## config.mk

```make
export PLATFORM = sky130hd
export DESIGN_NAME = hazard_ctrl_flat
export DESIGN_NICKNAME = d
export VERILOG_FILES = /design/src/rtl/dlx_pipe_pkg.sv /design/src/rtl/hazard_ctrl_if.sv /design/src/rtl/load_use_detect.sv /design/src/rtl/hazard_ctrl.sv /design/src/flat_wrapper.sv
export SDC_FILE = /design/constraint.sdc
export NUM_CORES = 1
export LEC_CHECK = 0
export BUFFER_PORTS_ARGS = -buffer_cell sky130_fd_sc_hd__buf_4
export CAP_MARGIN = 20
export CORE_ASPECT_RATIO = 1.2
export CORE_MARGIN = 2
export CORE_UTILIZATION = 48
export CTS_BUF_LIST = sky130_fd_sc_hd__clkbuf_16
export CTS_CLUSTER_SIZE = 28
export DETAILED_ROUTE_END_ITERATION = 8
export PLACE_DENSITY = 0.78
export SKIP_CTS_REPAIR_TIMING = 1
export SLEW_MARGIN = 25
export SYNTH_ARGS = -nofsm -noshare
export SYNTH_HDL_FRONTEND = slang
export SYNTH_SLANG_ARGS = --single-unit
```

## constraint.sdc

```tcl
create_clock -name clk -period 2.4 [get_ports clk]
set_input_delay 0.48 -clock clk [delete_from_list [all_inputs] [get_ports clk]]
set_output_delay 0.48 -clock clk [all_outputs]
set_load 0.1 [all_outputs]
```

## src/rtl/dlx_pipe_pkg.sv

```systemverilog
// Shared DLX pipeline definitions: register-specifier width, the R0 specifier
// and the hazard-controller state encoding.
package dlx_pipe_pkg;

   localparam int REG_ADDR_W = 5;
   localparam logic [REG_ADDR_W-1:0] R0 = '0;

   // One-bit state encoding kept as plain constants for legacy tools
   typedef logic [0:0] state_t;
   localparam state_t RUN = 1'b0;
   localparam state_t MUL = 1'b1;

endpackage

```

## src/rtl/hazard_ctrl_if.sv

```systemverilog
// ID/EX hazard fields and pipeline-register controls between the DLX datapath
// (master) and the hazard controller (slave).
interface hazard_ctrl_if;
   import dlx_pipe_pkg::*;

   logic                  id_valid;
   logic [REG_ADDR_W-1:0] id_rs1;
   logic [REG_ADDR_W-1:0] id_rs2;
   logic                  id_use_rs1;
   logic                  id_use_rs2;
   logic                  id_is_mul;
   logic                  br_taken;
   logic                  ex_is_load;
   logic [REG_ADDR_W-1:0] ex_rd;
   logic                  PC_write;
   logic                  IFID_write;
   logic                  IFflush;
   logic                  IDEX_write;
   logic                  IDEX_bubble;
   logic                  mul_busy;

   modport master (
      output id_valid, id_rs1, id_rs2, id_use_rs1, id_use_rs2, id_is_mul,
             br_taken, ex_is_load, ex_rd,
      input  PC_write, IFID_write, IFflush, IDEX_write, IDEX_bubble, mul_busy
   );

   modport slave (
      input  id_valid, id_rs1, id_rs2, id_use_rs1, id_use_rs2, id_is_mul,
             br_taken, ex_is_load, ex_rd,
      output PC_write, IFID_write, IFflush, IDEX_write, IDEX_bubble, mul_busy
   );

endinterface

```

## src/rtl/load_use_detect.sv

```systemverilog
// Flags an ID instruction that reads the destination of the load now in EX;
// writes to R0 never create a dependency.
module load_use_detect
   import dlx_pipe_pkg::*;
(
   input  logic                  i_id_valid,
   input  logic [REG_ADDR_W-1:0] i_id_rs1,
   input  logic [REG_ADDR_W-1:0] i_id_rs2,
   input  logic                  i_id_use_rs1,
   input  logic                  i_id_use_rs2,
   input  logic                  i_ex_is_load,
   input  logic [REG_ADDR_W-1:0] i_ex_rd,
   output logic                  o_lu
);

   logic w_rs1_hit;
   logic w_rs2_hit;

   assign w_rs1_hit = i_id_use_rs1 && (i_id_rs1 == i_ex_rd);
   assign w_rs2_hit = i_id_use_rs2 && (i_id_rs2 == i_ex_rd);
   assign o_lu      = i_id_valid && i_ex_is_load && (i_ex_rd != R0) &&
                      (w_rs1_hit || w_rs2_hit);

endmodule

```

## src/rtl/hazard_ctrl.sv

```systemverilog
// DLX pipeline hazard controller: load-use stall, taken-branch flush, multi-cycle
// multiply freeze, plus a saturating stall-cycle counter.
module hazard_ctrl
   import dlx_pipe_pkg::*;
#(
   parameter int MUL_LAT = 4,
   parameter int CNT_W   = 3,
   parameter int PERF_W  = 16
)
(
   input  logic              clk,
   input  logic              rst_n,
   hazard_ctrl_if.slave      io_hz,
   output logic [PERF_W-1:0] o_stall_cnt
);

   state_t            r_state;
   logic [CNT_W-1:0]  r_mul_cnt;
   logic [PERF_W-1:0] r_stall_cnt;

   state_t            w_next_state;
   logic [CNT_W-1:0]  w_next_cnt;
   logic              w_lu;
   logic              w_br;
   logic              w_mul_issue;
   logic              w_pc_write;
   logic              w_ifid_write;
   logic              w_ifflush;
   logic              w_idex_write;
   logic              w_idex_bubble;
   logic              w_mul_busy;

   load_use_detect u_lu (
      .i_id_valid   (io_hz.id_valid),
      .i_id_rs1     (io_hz.id_rs1),
      .i_id_rs2     (io_hz.id_rs2),
      .i_id_use_rs1 (io_hz.id_use_rs1),
      .i_id_use_rs2 (io_hz.id_use_rs2),
      .i_ex_is_load (io_hz.ex_is_load),
      .i_ex_rd      (io_hz.ex_rd),
      .o_lu         (w_lu)
   );

   assign w_br        = io_hz.id_valid && io_hz.br_taken;
   assign w_mul_issue = io_hz.id_valid && io_hz.id_is_mul;

   // Mealy control; priority in RUN is load-use, then branch, then multiply issue
   always_comb begin
      w_pc_write    = 1'b1;
      w_ifid_write  = 1'b1;
      w_ifflush     = 1'b0;
      w_idex_write  = 1'b1;
      w_idex_bubble = 1'b0;
      w_mul_busy    = 1'b0;
      w_next_state  = r_state;
      w_next_cnt    = r_mul_cnt;
      if (!rst_n) begin
         w_pc_write   = 1'b0;
         w_ifid_write = 1'b0;
         w_idex_write = 1'b0;
      end else if (r_state == MUL) begin
         w_pc_write   = 1'b0;
         w_ifid_write = 1'b0;
         w_idex_write = 1'b0;
         w_mul_busy   = 1'b1;
         if (r_mul_cnt == '0) begin
            w_next_state = RUN;
         end else begin
            w_next_cnt = r_mul_cnt - CNT_W'(1);
         end
      end else if (w_lu) begin
         w_pc_write    = 1'b0;
         w_ifid_write  = 1'b0;
         w_idex_bubble = 1'b1;
      end else if (w_br) begin
         w_ifflush = 1'b1;
      end else if (w_mul_issue && (MUL_LAT > 1)) begin
         w_next_state = MUL;
         w_next_cnt   = CNT_W'(MUL_LAT - 2);
      end
   end

   always_ff @(posedge clk or negedge rst_n) begin
      if (!rst_n) begin
         r_state     <= RUN;
         r_mul_cnt   <= '0;
         r_stall_cnt <= '0;
      end else begin
         r_state   <= w_next_state;
         r_mul_cnt <= w_next_cnt;
         if (!w_pc_write && (r_stall_cnt != '1)) begin
            r_stall_cnt <= r_stall_cnt + PERF_W'(1);
         end
      end
   end

   assign io_hz.PC_write    = w_pc_write;
   assign io_hz.IFID_write  = w_ifid_write;
   assign io_hz.IFflush     = w_ifflush;
   assign io_hz.IDEX_write  = w_idex_write;
   assign io_hz.IDEX_bubble = w_idex_bubble;
   assign io_hz.mul_busy    = w_mul_busy;
   assign o_stall_cnt       = r_stall_cnt;

endmodule

```

## src/flat_wrapper.sv

```systemverilog
// flat-port wrapper written by rule: the top's interface ports become plain ports
module hazard_ctrl_flat import dlx_pipe_pkg::*;
#(
   parameter int MUL_LAT = 4,
   parameter int CNT_W   = 3,
   parameter int PERF_W  = 16
)
  (clk, rst_n, o_stall_cnt, io_hz_id_valid, io_hz_id_rs1, io_hz_id_rs2, io_hz_id_use_rs1, io_hz_id_use_rs2, io_hz_id_is_mul, io_hz_br_taken, io_hz_ex_is_load, io_hz_ex_rd, io_hz_PC_write, io_hz_IFID_write, io_hz_IFflush, io_hz_IDEX_write, io_hz_IDEX_bubble, io_hz_mul_busy);
  hazard_ctrl_if io_hz_i ();
  input  logic clk;
  input  logic rst_n;
  output logic [PERF_W-1:0] o_stall_cnt;
  input wire logic [$bits(io_hz_i.id_valid)-1:0] io_hz_id_valid;
  input wire logic [$bits(io_hz_i.id_rs1)-1:0] io_hz_id_rs1;
  input wire logic [$bits(io_hz_i.id_rs2)-1:0] io_hz_id_rs2;
  input wire logic [$bits(io_hz_i.id_use_rs1)-1:0] io_hz_id_use_rs1;
  input wire logic [$bits(io_hz_i.id_use_rs2)-1:0] io_hz_id_use_rs2;
  input wire logic [$bits(io_hz_i.id_is_mul)-1:0] io_hz_id_is_mul;
  input wire logic [$bits(io_hz_i.br_taken)-1:0] io_hz_br_taken;
  input wire logic [$bits(io_hz_i.ex_is_load)-1:0] io_hz_ex_is_load;
  input wire logic [$bits(io_hz_i.ex_rd)-1:0] io_hz_ex_rd;
  output wire logic [$bits(io_hz_i.PC_write)-1:0] io_hz_PC_write;
  output wire logic [$bits(io_hz_i.IFID_write)-1:0] io_hz_IFID_write;
  output wire logic [$bits(io_hz_i.IFflush)-1:0] io_hz_IFflush;
  output wire logic [$bits(io_hz_i.IDEX_write)-1:0] io_hz_IDEX_write;
  output wire logic [$bits(io_hz_i.IDEX_bubble)-1:0] io_hz_IDEX_bubble;
  output wire logic [$bits(io_hz_i.mul_busy)-1:0] io_hz_mul_busy;
  assign io_hz_i.id_valid = io_hz_id_valid;
  assign io_hz_i.id_rs1 = io_hz_id_rs1;
  assign io_hz_i.id_rs2 = io_hz_id_rs2;
  assign io_hz_i.id_use_rs1 = io_hz_id_use_rs1;
  assign io_hz_i.id_use_rs2 = io_hz_id_use_rs2;
  assign io_hz_i.id_is_mul = io_hz_id_is_mul;
  assign io_hz_i.br_taken = io_hz_br_taken;
  assign io_hz_i.ex_is_load = io_hz_ex_is_load;
  assign io_hz_i.ex_rd = io_hz_ex_rd;
  assign io_hz_PC_write = io_hz_i.PC_write;
  assign io_hz_IFID_write = io_hz_i.IFID_write;
  assign io_hz_IFflush = io_hz_i.IFflush;
  assign io_hz_IDEX_write = io_hz_i.IDEX_write;
  assign io_hz_IDEX_bubble = io_hz_i.IDEX_bubble;
  assign io_hz_mul_busy = io_hz_i.mul_busy;
  hazard_ctrl #(.MUL_LAT(MUL_LAT), .CNT_W(CNT_W), .PERF_W(PERF_W)) u_core (.clk(clk), .rst_n(rst_n), .io_hz(io_hz_i), .o_stall_cnt(o_stall_cnt));
endmodule
```

Word-level counts from Yosys, hierarchy flattened
Index checks and enable logic that the tools add are counted.
{"block": "totals", "word_cells": 49, "register_bits": 20}
{"block": "op_classes", "mux": 24, "eq_ne": 6, "n_reduce_logical": 14, "n_addsub": 2}
{"operator": "1-bit 2-to-1 mux", "n": 19}
{"operator": "16-bit by 1-bit adder with 16-bit output (second input constant)", "n": 1}
{"operator": "16-bit != test (second input constant)", "n": 1}
{"operator": "3-bit 2-to-1 mux", "n": 5}
{"operator": "5-bit == test", "n": 2}
{"operator": "1-bit logical AND", "n": 8}
{"operator": "5-bit AND reduction", "n": 1}
{"operator": "5-bit nonzero test", "n": 1}
{"operator": "2-bit by 1-bit != test with 1-bit output (second input constant)", "n": 2}
{"operator": "3-bit logical NOT", "n": 1}
{"operator": "3-bit by 1-bit subtractor with 3-bit output (second input constant)", "n": 1}
{"operator": "2-bit != test (second input constant)", "n": 1}
{"operator": "2-bit nonzero test", "n": 1}
{"operator": "1-bit logical NOT", "n": 1}
{"operator": "1-bit logical OR", "n": 1}

Depth between registers and ports, before layout
Gate-level depths: netlist of the first run.
{"block": "depth", "word_depth": 9, "depth_mapped": 7, "depth_no_buf": 6}

Hierarchy
A second synthesis of the first run with hierarchy kept.
{"block": "unflattened", "cells_unflattened": 116, "area_unflattened_um2": 1181.1}
{"module": "hazard_ctrl", "seq_area_each_um2": 500.5, "cells_per_inst": 99, "n_inst": 1, "area_each_um2": 1046.0}
{"module": "load_use_detect", "seq_area_each_um2": 0.0, "cells_per_inst": 17, "n_inst": 1, "area_each_um2": 135.1}

Least setup slack after synthesis of the first run
Ideal clock, no wire load.
{"block": "synth_path", "path_type": "input -> output", "from": "in io_hz_ex_rd[0]", "to": "out io_hz_IFflush", "cell_stages": 4, "path_buffers": 0, "setup_slack_ns": -0.811, "required_ns": 1.920, "arrival_ns": 2.731, "path_cell_list": "or3_1 -> o311a_4 -> a21oi_4 -> and3_1"}
{"block": "synth_via", "elab_chain_cells": 7}
{"item": "start, declared", "line": "flat_wrapper.sv:21", "rtl": "input wire logic [$bits(io_hz_i.ex_rd)-1:0] io_hz_ex_rd;"}
{"item": "5-bit == test, on equally long branches", "line": "load_use_detect.sv:19, load_use_detect.sv:20"}
{"item": "1-bit logical AND, on equally long branches", "line": "load_use_detect.sv:19, load_use_detect.sv:20"}
{"item": "1-bit logical OR", "line": "load_use_detect.sv:22", "rtl": "(w_rs1_hit || w_rs2_hit);"}
{"item": "1-bit logical AND *", "line": "load_use_detect.sv:21", "rtl": "assign o_lu = i_id_valid && i_ex_is_load && (i_ex_rd != R0) &&"}
{"item": "1-bit 2-to-1 mux *", "line": "hazard_ctrl.sv:71", "rtl": "end else if (w_lu) begin"}
{"item": "1-bit 2-to-1 mux *", "line": "hazard_ctrl.sv:61", "rtl": "end else if (r_state == MUL) begin"}
{"item": "1-bit 2-to-1 mux *", "line": "hazard_ctrl.sv:57", "rtl": "if (!rst_n) begin"}
{"item": "end, declared", "line": "flat_wrapper.sv:24", "rtl": "output wire logic [$bits(io_hz_i.IFflush)-1:0] io_hz_IFflush;"}
Every way passes the cells marked *; elsewhere a longest branch is shown, timed or not.

Final worst setup path of the first run
{"block": "layout_path", "from": "in io_hz_ex_rd[0]", "to": "out io_hz_PC_write"}
{"block": "layout_via", "elab_chain_cells": 7}
{"item": "5-bit == test, on equally long branches", "line": "load_use_detect.sv:19, load_use_detect.sv:20"}
{"item": "1-bit logical AND, on equally long branches", "line": "load_use_detect.sv:19, load_use_detect.sv:20"}
{"item": "1-bit logical OR", "line": "load_use_detect.sv:22"}
{"item": "1-bit logical AND *", "line": "load_use_detect.sv:21"}
{"item": "1-bit 2-to-1 mux *", "line": "hazard_ctrl.sv:71"}
{"item": "1-bit 2-to-1 mux *", "line": "hazard_ctrl.sv:61"}
{"item": "1-bit 2-to-1 mux *", "line": "hazard_ctrl.sv:57"}
{"item": "end, declared", "line": "flat_wrapper.sv:22", "rtl": "output wire logic [$bits(io_hz_i.PC_write)-1:0] io_hz_PC_write;"}
Marks and branches as above.

==> impl_metrics.py, run 1 <==
metrics = {
    "layout": {
        "nets": 197,
        "areaGrowthSynthToFinish_pct": 39.3,
        "drive_gt1_share_pct": 37.1,
        "fin_area_um2": 1680,
        "final_cell_mix": "45 x buf_4, 14 x dfrtp_1, 13 x xnor2_1",
        "final_util_pct": 71.9,
        "fill_cells": 182,
        "layout_commonest_cell": "buf_4",
        "diodes": 0,
        "seq_area_um2": 508,
        "multiInputGateArea_um2": 659,
    },
    "run": {
        "maxCapViolations": 0,
    },
    "clocking": {
        "cts.sinks": 20,
        "clockBufferDepth": 2,
        "htree_levels": 1,
        "cts_tree": "yes",
        "cts-root-buf": "clkbuf_16",
        "clock_latency_ps": 250,
        "clkTransAtPathRegs_ps": 60,
        "cts_made_buffers": 3,
    },
    "synthesis": {
        "synth_area_um2": 1200,
        "ys_types": 34,
        "yosys-top-cells-area": "dfrtp_1 42%, xnor2_1 9.5%, xor2_1 7.3%",
        "yosysTopAreaCell": "dfrtp_1",
        "synth_top_area_share_pct": 41.6,
        "ys_seq_area_share_pct": 41.6,
        "synth_cells": 121,
        "synth-seq-cells": 20,
        "synth_area_per_cell_um2": 9.94,
        "syn_nets": 147,
        "synth_warnings": 0,
    },
    "routing": {
        "wl_mm": 2.87,
        "drt_pass1_iterations": 3,
        "vias": 1068,
        "drt_iter0_drc": 11,
        "wire_per_inst_um": 14.3,
        "drc": 0,
        "viasPerCell": 5.31,
        "antenna_left": 0,
    },
    "setup_path": {
        "arrival_ps": 1900,
        "ff2ff_path_depth": 5,
        "reg2reg_from": "u_core.o_stall_cnt[0]",
        "crit_required_ps": 1920,
        "crit_family": "buffers and inverters",
        "worstSetupStartpointType": "input port",
        "crit_slowest_cell": "or3_1",
        "slowest_delay_ps": 380,
        "critPathMaxFanout": 6,
        "rrSetupSlack_ps": 450,
        "path_cells": "buf_4 > or3_1 > o311a_4 > a21oi_4 > buf_4 > buf_4",
        "r2r_end": "u_core.o_stall_cnt[1]",
        "path_common_cell": "buf_4",
        "critical_path_class": "in2out",
        "cp-end-kind": "output port",
        "crit_buf_inv": 3,
    },
    "floorplanning": {
        "die_y_um": 58.8,
        "die_area_um2": 2920,
        "die_width_um": 49.7,
        "initial_utilization_pct": 51.6,
        "pin_count": 45,
        "core-area_um2": 2330,
        "num_rows": 19,
    },
    "sta": {
        "fmax_mhz": 420,
        "finalWorstPathRequiredPeriod_ps": 2380,
        "tightest_slew_ps": 336,
        "setup_viol_count_final": 0,
        "rsz0062_at_grt": "yes",
        "post-route-period-util_pct": 99.3,
        "hold_viol": 0,
        "setup_slack_ps": 17.9,
        "holdWs_ps": 215,
        "slew_viol_final": 0,
        "finClkSkew_ps": 3.32,
        "slew_headroom_pct": 77.6,
    },
    "global_routing": {
        "grt.total_usage_pct": 21.4,
        "overflow": 0,
        "grt_first_pass_wirelength_mm": 4.90,
        "grt_pass1_vias": 1133,
        "grt_max_degree": 24,
        "grt_antenna_before_repair": 0,
    },
    "power": {
        "p_total_mw": 2.02,
        "power_density_nw_per_um2": 1200,
        "ir_drop_mv": 1.13,
        "leakagePower_nw": 0.840,
    },
    "hold_path": {
        "hp-class": "in2async",
    },
    "placed_design": {
        "dpl_cell_area_um2": 1590,
        "place.gp.congestion": 0.770,
        "port_buffers": 44,
        "hpwl_mm": 2.07,
        "preCtsSetupSlack_ps": 7.90,
    },
    "outcome": {
        "status": "completed",
    },
}
[area by class of cell]
class	instances	area share [%]
timing repair buffer	47	21.5
clock inverter	1	0.224
multi-input combinational	91	39.4
inverter	8	1.79
sequential	20	30.3
clock buffer	3	4.48
tap	31	2.32
[metrics by stage]
| stage | TNS, ps | cells |
|---|---|---|
| after detailed placement | 0 | 197 |
| final | 0 | 201 |
| after floorplan | -853 | 121 |
| after global routing | -108 | 201 |
| after CTS | 0 | 201 |
| after global placement | 0 | 197 |
[metal layers]
layer	vias to the layer above	part of all wire [%]	GRT usage (%)
li1	518	-	-
met1	509	40	24.2
met2	37	52	40.6
met3	4	7.5	4.82
met4	0	0.80	5.16
met5	-	0	0
[cell families (layout without fill, tap and decap cells)]
kind of cell | after synthesis | count (layout) | share of synthesized area [%]
AO/OA/AOI/OAI | 11 | 11 | 9.05
XOR/XNOR | 23 | 23 | 16.8
adder cells (fa/ha/maj) | 3 | 3 | 3.12
buffers and inverters | 10 | 59 | 4.06
flip-flops | 20 | 20 | 41.6
multiplexers | 4 | 4 | 3.95
AND/OR/NAND/NOR | 50 | 50 | 21.4
[power breakdown]
| part | internal [mW] | switching [mW] | total, mW |
|---|---|---|---|
| combinational | 0.293 | 0.840 | 1.13 |
| clock | 0.222 | 0.119 | 0.341 |
| sequential | 0.441 | 0.103 | 0.544 |
| total | 0.955 | 1.06 | 2.02 |
[state kept, by name (all words and copies together) (netlist names)]
signal	count
u_core.o_stall_cnt	16
u_core.r_mul_cnt	3
u_core.r_state	1
[synthesized netlist by cell type, drive strengths merged]
library cell,n
a31oi,1
nor4bb,1
and4,1
nor2b,1
o22ai,1
o2bb2ai,1
a21oi,2
o21ai,1
buf,2
nand2b,2
nor2,4
nand2,13
dfrtp,20
or3,1
mux2i,1
a21o,1
o311a,1
inv,8
xor2,10
nor4,2
nand3,9
nand4,2
nor3,8
o221ai,1
o31ai,1
xnor2,13
and3,6
mux2,3
o32a,1
ha,3
[how the worst max path moves through the flow]
stage | startpoint | to | slack (ps) | cells past startpoint
finish | io_hz_ex_rd[0] | io_hz_PC_write | 20 | 6
global route | io_hz_ex_rd[0] | io_hz_PC_write | -60 | 6
CTS | io_hz_ex_rd[0] | io_hz_IFflush | 4 | 6
detailed placement | io_hz_ex_rd[0] | io_hz_IFflush | 8 | 6
global placement | io_hz_ex_rd[0] | io_hz_IFflush | 20 | 6
floorplan | io_hz_ex_rd[0] | io_hz_IFflush | -410 | 4
(Power assumes the default switching activity.)
==> run 2, diff against run 1 <==
- CORE_UTILIZATION: 48 -> 52
- PLACE_DENSITY: 0.78 -> 0.84
- clock period: 2.4 -> 3 ns (I/O delays scaled with it)
==> impl_metrics.py, run 2 (same netlist as run 1, synthesis figures left out) <==
metrics = {
    "sta": {
        "fmax_mhz": 381,
        "slew_headroom_pct": 74.3,
        "setup_slack_ps": 378,
        "setup_tns_ps": 0,
        "setup_viol_count_final": 0,
        "hold_viol": 0,
        "finalWorstPathRequiredPeriod_ps": 2620,
        "post-route-period-util_pct": 87.4,
        "rsz0062_at_grt": "no",
        "tightest_slew_ps": 382,
        "finClkSkew_ps": 3.23,
        "slew_viol_final": 0,
        "holdWs_ps": 229,
    },
    "power": {
        "ir_drop_mv": 0.943,
        "power_density_nw_per_um2": 979,
        "p_total_mw": 1.61,
        "leakagePower_nw": 0.836,
    },
    "hold_path": {
        "hp-class": "in2async",
    },
    "layout": {
        "final_cell_mix": "45 x buf_4, 20 x dfrtp_1, 13 x xnor2_1",
        "layout_commonest_cell": "buf_4",
        "largest_reg_flops": 16,
        "areaGrowthSynthToFinish_pct": 36.7,
        "nets": 195,
        "multiInputGateArea_um2": 658,
        "fin_area_um2": 1640,
        "final_util_pct": 73.6,
        "fill_cells": 179,
        "final_cells": 199,
        "seq_area_um2": 500,
        "drive_gt1_share_pct": 32.1,
        "diodes": 0,
    },
    "routing": {
        "dr_wl_met3_um": 163,
        "drt_pass1_iterations": 4,
        "drc": 0,
        "wl_mm": 2.90,
        "antenna_left": 0,
        "wire_per_inst_um": 14.5,
        "wl_met2_mm": 1.49,
        "met1Wirelength_mm": 1.16,
        "vias": 1075,
        "viasPerCell": 5.40,
        "maxUsedRoutingLayer": "met4",
        "drt_iter0_drc": 28,
    },
    "global_routing": {
        "grt_first_pass_wirelength_mm": 4.44,
        "overflow": 0,
        "grt_antenna_before_repair": 0,
        "grt_pass1_vias": 1053,
        "grt_max_degree": 25,
        "grt.total_usage_pct": 23.0,
    },
    "clocking": {
        "cts.sinks": 20,
        "cts_tree": "yes",
        "cts_made_buffers": 3,
        "clockBufferDepth": 2,
        "clkTransAtPathRegs_ps": 50,
        "clock_latency_ps": 250,
        "htree_levels": 1,
        "cts-root-buf": "clkbuf_16",
    },
    "floorplanning": {
        "die_width_um": 47.9,
        "num_rows": 19,
        "initial_utilization_pct": 53.8,
        "core-area_um2": 2230,
        "die_area_um2": 2710,
        "pin_count": 45,
        "die_y_um": 56.7,
    },
    "setup_path": {
        "critPathMaxFanout": 3,
        "crit_required_ps": 2400,
        "arrival_ps": 2020,
        "critical_path_class": "in2out",
        "cp-end-kind": "output port",
        "worstSetupStartpointType": "input port",
    },
    "placed_design": {
        "port_buffers": 44,
        "preCtsSetupSlack_ps": 373,
        "dp_cells": 195,
        "hpwl_mm": 2.18,
        "dpl_cell_area_um2": 1570,
        "place.gp.congestion": 0.715,
    },
    "outcome": {
        "status": "completed",
    },
    "run": {
        "maxCapViolations": 0,
    },
}
[run 2: cell count changes in the layout (fill, tap and decap cells not counted)]
cell	previous run	this run
dfrtp_2	6	0
buf_6	2	0
and3_2	1	0
and3_1	4	5
dfrtp_1	14	20
[run 2: area by class of cell]
class	count	share of cell area, %
clock buffer	3	4.57
clock inverter	1	0.228
inverter	8	1.83
multi-input combinational	91	40.0
sequential	20	30.4
tap	31	2.36
timing repair buffer	45	20.5
[run 2: path summary, 6_finish.rpt]
kind	from	to	slack (ps)	depth (start not counted)
worst max-delay path	io_hz_ex_rd[0]	io_hz_IFflush	380	6
worst max register to register	u_core.o_stall_cnt[0]	u_core.o_stall_cnt[1]	1000	5
worst min register to register	u_core.o_stall_cnt[8]	u_core.o_stall_cnt[8]	500	1
max in group asynchronous	rst_n	u_core.o_stall_cnt[1]	2550	1
worst min-delay path	rst_n	u_core.o_stall_cnt[6]	230	1
min in group clk	u_core.o_stall_cnt[8]	u_core.o_stall_cnt[8]	500	1
[run 2: critical path, stage by stage]
cell and delay, ps:
buf_4 120, or3_1 380, o311a_4 330, a21oi_4 130, and3_4 180, buf_4 280
[run 2: layer usage]
metal,track usage (%),up-vias
met5,0,-
met1,26.1,513
li1,-,518
met3,3.22,6
met4,10.8,0
met2,39.8,38
[run 2: report_power, final]
| part | switching (mW) | internal (mW) |
|---|---|---|
| registers | 0.0862 | 0.346 |
| clock network | 0.0948 | 0.177 |
| logic | 0.674 | 0.232 |
| total | 0.855 | 0.756 |
==> run 3, diff against run 2 <==
- MAX_ROUTING_LAYER: not set -> met4
- SETUP_SLACK_MARGIN: not set -> 0.15
==> impl_metrics.py, run 3 (same netlist as run 1, synthesis figures left out) <==
metrics = {
    "sta": {
        "holdWs_ps": 229,
        "post-route-period-util_pct": 88.0,
        "tightest_slew_ps": 414,
        "slew_viol_final": 0,
        "fmax_mhz": 379,
        "finalWorstPathRequiredPeriod_ps": 2640,
        "rsz0062_at_grt": "no",
        "setup_slack_ps": 360,
        "slew_headroom_pct": 72.2,
        "hold_viol": 0,
        "setup_viol_count_final": 0,
        "finClkSkew_ps": 1.35,
    },
    "power": {
        "ir_drop_mv": 0.859,
        "power_density_nw_per_um2": 975,
        "leakagePower_nw": 0.835,
    },
    "setup_path": {
        "slowest_delay_ps": 380,
        "path_common_cell": "buf_4",
        "crit_required_ps": 2400,
        "path_cells": "buf_4 > or3_1 > o311a_4 > a21oi_4 > and3_4 > buf_4",
        "arrival_ps": 2040,
        "crit_slowest_cell": "or3_1",
        "worstSetupStartpointType": "input port",
        "cp-end-kind": "output port",
        "critical_path_class": "in2out",
        "critPathMaxFanout": 3,
    },
    "global_routing": {
        "grt_util_met3_pct": 4.18,
        "top_usage_layer": "met2",
        "use_met2_pct": 41.0,
        "grtUsageMet1_pct": 24.5,
        "grt_antenna_before_repair": 0,
        "grt.total_usage_pct": 23.3,
        "grt_first_pass_wirelength_mm": 4.40,
        "grt_pass1_vias": 1058,
        "overflow": 0,
        "grt_max_degree": 25,
    },
    "layout": {
        "fin_area_um2": 1650,
        "final_cell_mix": "45 x buf_4, 20 x dfrtp_1, 13 x xnor2_1",
        "nets": 195,
        "final_util_pct": 73.6,
        "drive_gt1_share_pct": 32.7,
        "diodes": 0,
        "areaGrowthSynthToFinish_pct": 36.8,
        "largest_reg_flops": 16,
        "layout_commonest_cell": "buf_4",
    },
    "placed_design": {
        "place.gp.congestion": 0.683,
        "hpwl_mm": 2.12,
        "dpl_cell_area_um2": 1570,
        "preCtsSetupSlack_ps": 361,
        "port_buffers": 44,
    },
    "run": {
        "maxCapViolations": 0,
    },
    "routing": {
        "drt_iter0_drc": 24,
        "wire_per_inst_um": 14.2,
        "drc": 0,
        "wl_mm": 2.83,
        "vias": 1085,
        "antenna_left": 0,
        "drt_pass1_iterations": 5,
        "viasPerCell": 5.45,
    },
    "clocking": {
        "cts_made_buffers": 3,
        "clockBufferDepth": 2,
        "cts.sinks": 20,
        "htree_levels": 1,
        "clock_latency_ps": 250,
        "clkTransAtPathRegs_ps": 50,
        "cts_tree": "yes",
        "cts-root-buf": "clkbuf_16",
    },
    "floorplanning": {
        "pin_count": 45,
        "num_rows": 19,
        "die_area_um2": 2710,
        "die_width_um": 47.9,
        "die_y_um": 56.7,
        "core-area_um2": 2230,
        "initial_utilization_pct": 53.8,
    },
    "hold_path": {
        "hp-class": "in2async",
    },
    "outcome": {
        "status": "completed",
    },
}
==> run 3: cell count changes in the layout (fill, tap and decap cells not counted) <==
cell    change
and3_1      -1
and3_2      +1
==> run 3: path summary, 6_finish.rpt <==
check,from,end,slack (ps),cells after the start
max,io_hz_ex_rd[0],io_hz_IFflush,360,6
min in group clk,u_core.o_stall_cnt[8],u_core.o_stall_cnt[8],510,1
min,rst_n,u_core.o_stall_cnt[4],230,1
max reg2reg,u_core.o_stall_cnt[0],u_core.o_stall_cnt[15],1010,6
max in group asynchronous,rst_n,u_core.o_stall_cnt[3],2540,1
min reg2reg,u_core.o_stall_cnt[8],u_core.o_stall_cnt[8],510,1
==> run 3: routing by layer <==
metal	vias to the layer above	share of wire [%]
met1	513	37
li1	513	-
met3	8	6.7
met4	0	2.3
met5	-	0
met2	51	54
==> run 3: worst max-delay path, delay by kind of cell <==
family,cells,cell delay (ps)
AND/OR/NAND/NOR,2,560
AO/OA/AOI/OAI,2,470
buffers and inverters,2,400
==> run 3: per-stage QoR <==
stage | power [mW] | setup TNS, ps | instances
2_1_floorplan | 1.14 | -47.5 | 121
3_3_place_gp | 1.31 | 0 | 195
3_5_place_dp | 1.33 | 0 | 195
4_1_cts | 1.61 | 0 | 199
5_1_grt | 1.68 | 0 | 199
6_report | 1.60 | 0 | 199
==> run 3: power by group <==
group	switching, mW	internal [mW]	total [mW]
registers	0.0850	0.346	0.431
clock network	0.0923	0.177	0.270
logic	0.672	0.233	0.904
total	0.849	0.756	1.60
==> run 3: layout make-up <==
cell class	instances	area [um2]
clock buffer	3	75.1
clock inverter	1	3.75
fill	176	589
inverter	8	30.0
multi-input combinational	91	659
sequential	20	500
tap	31	38.8
timing repair buffer	45	338
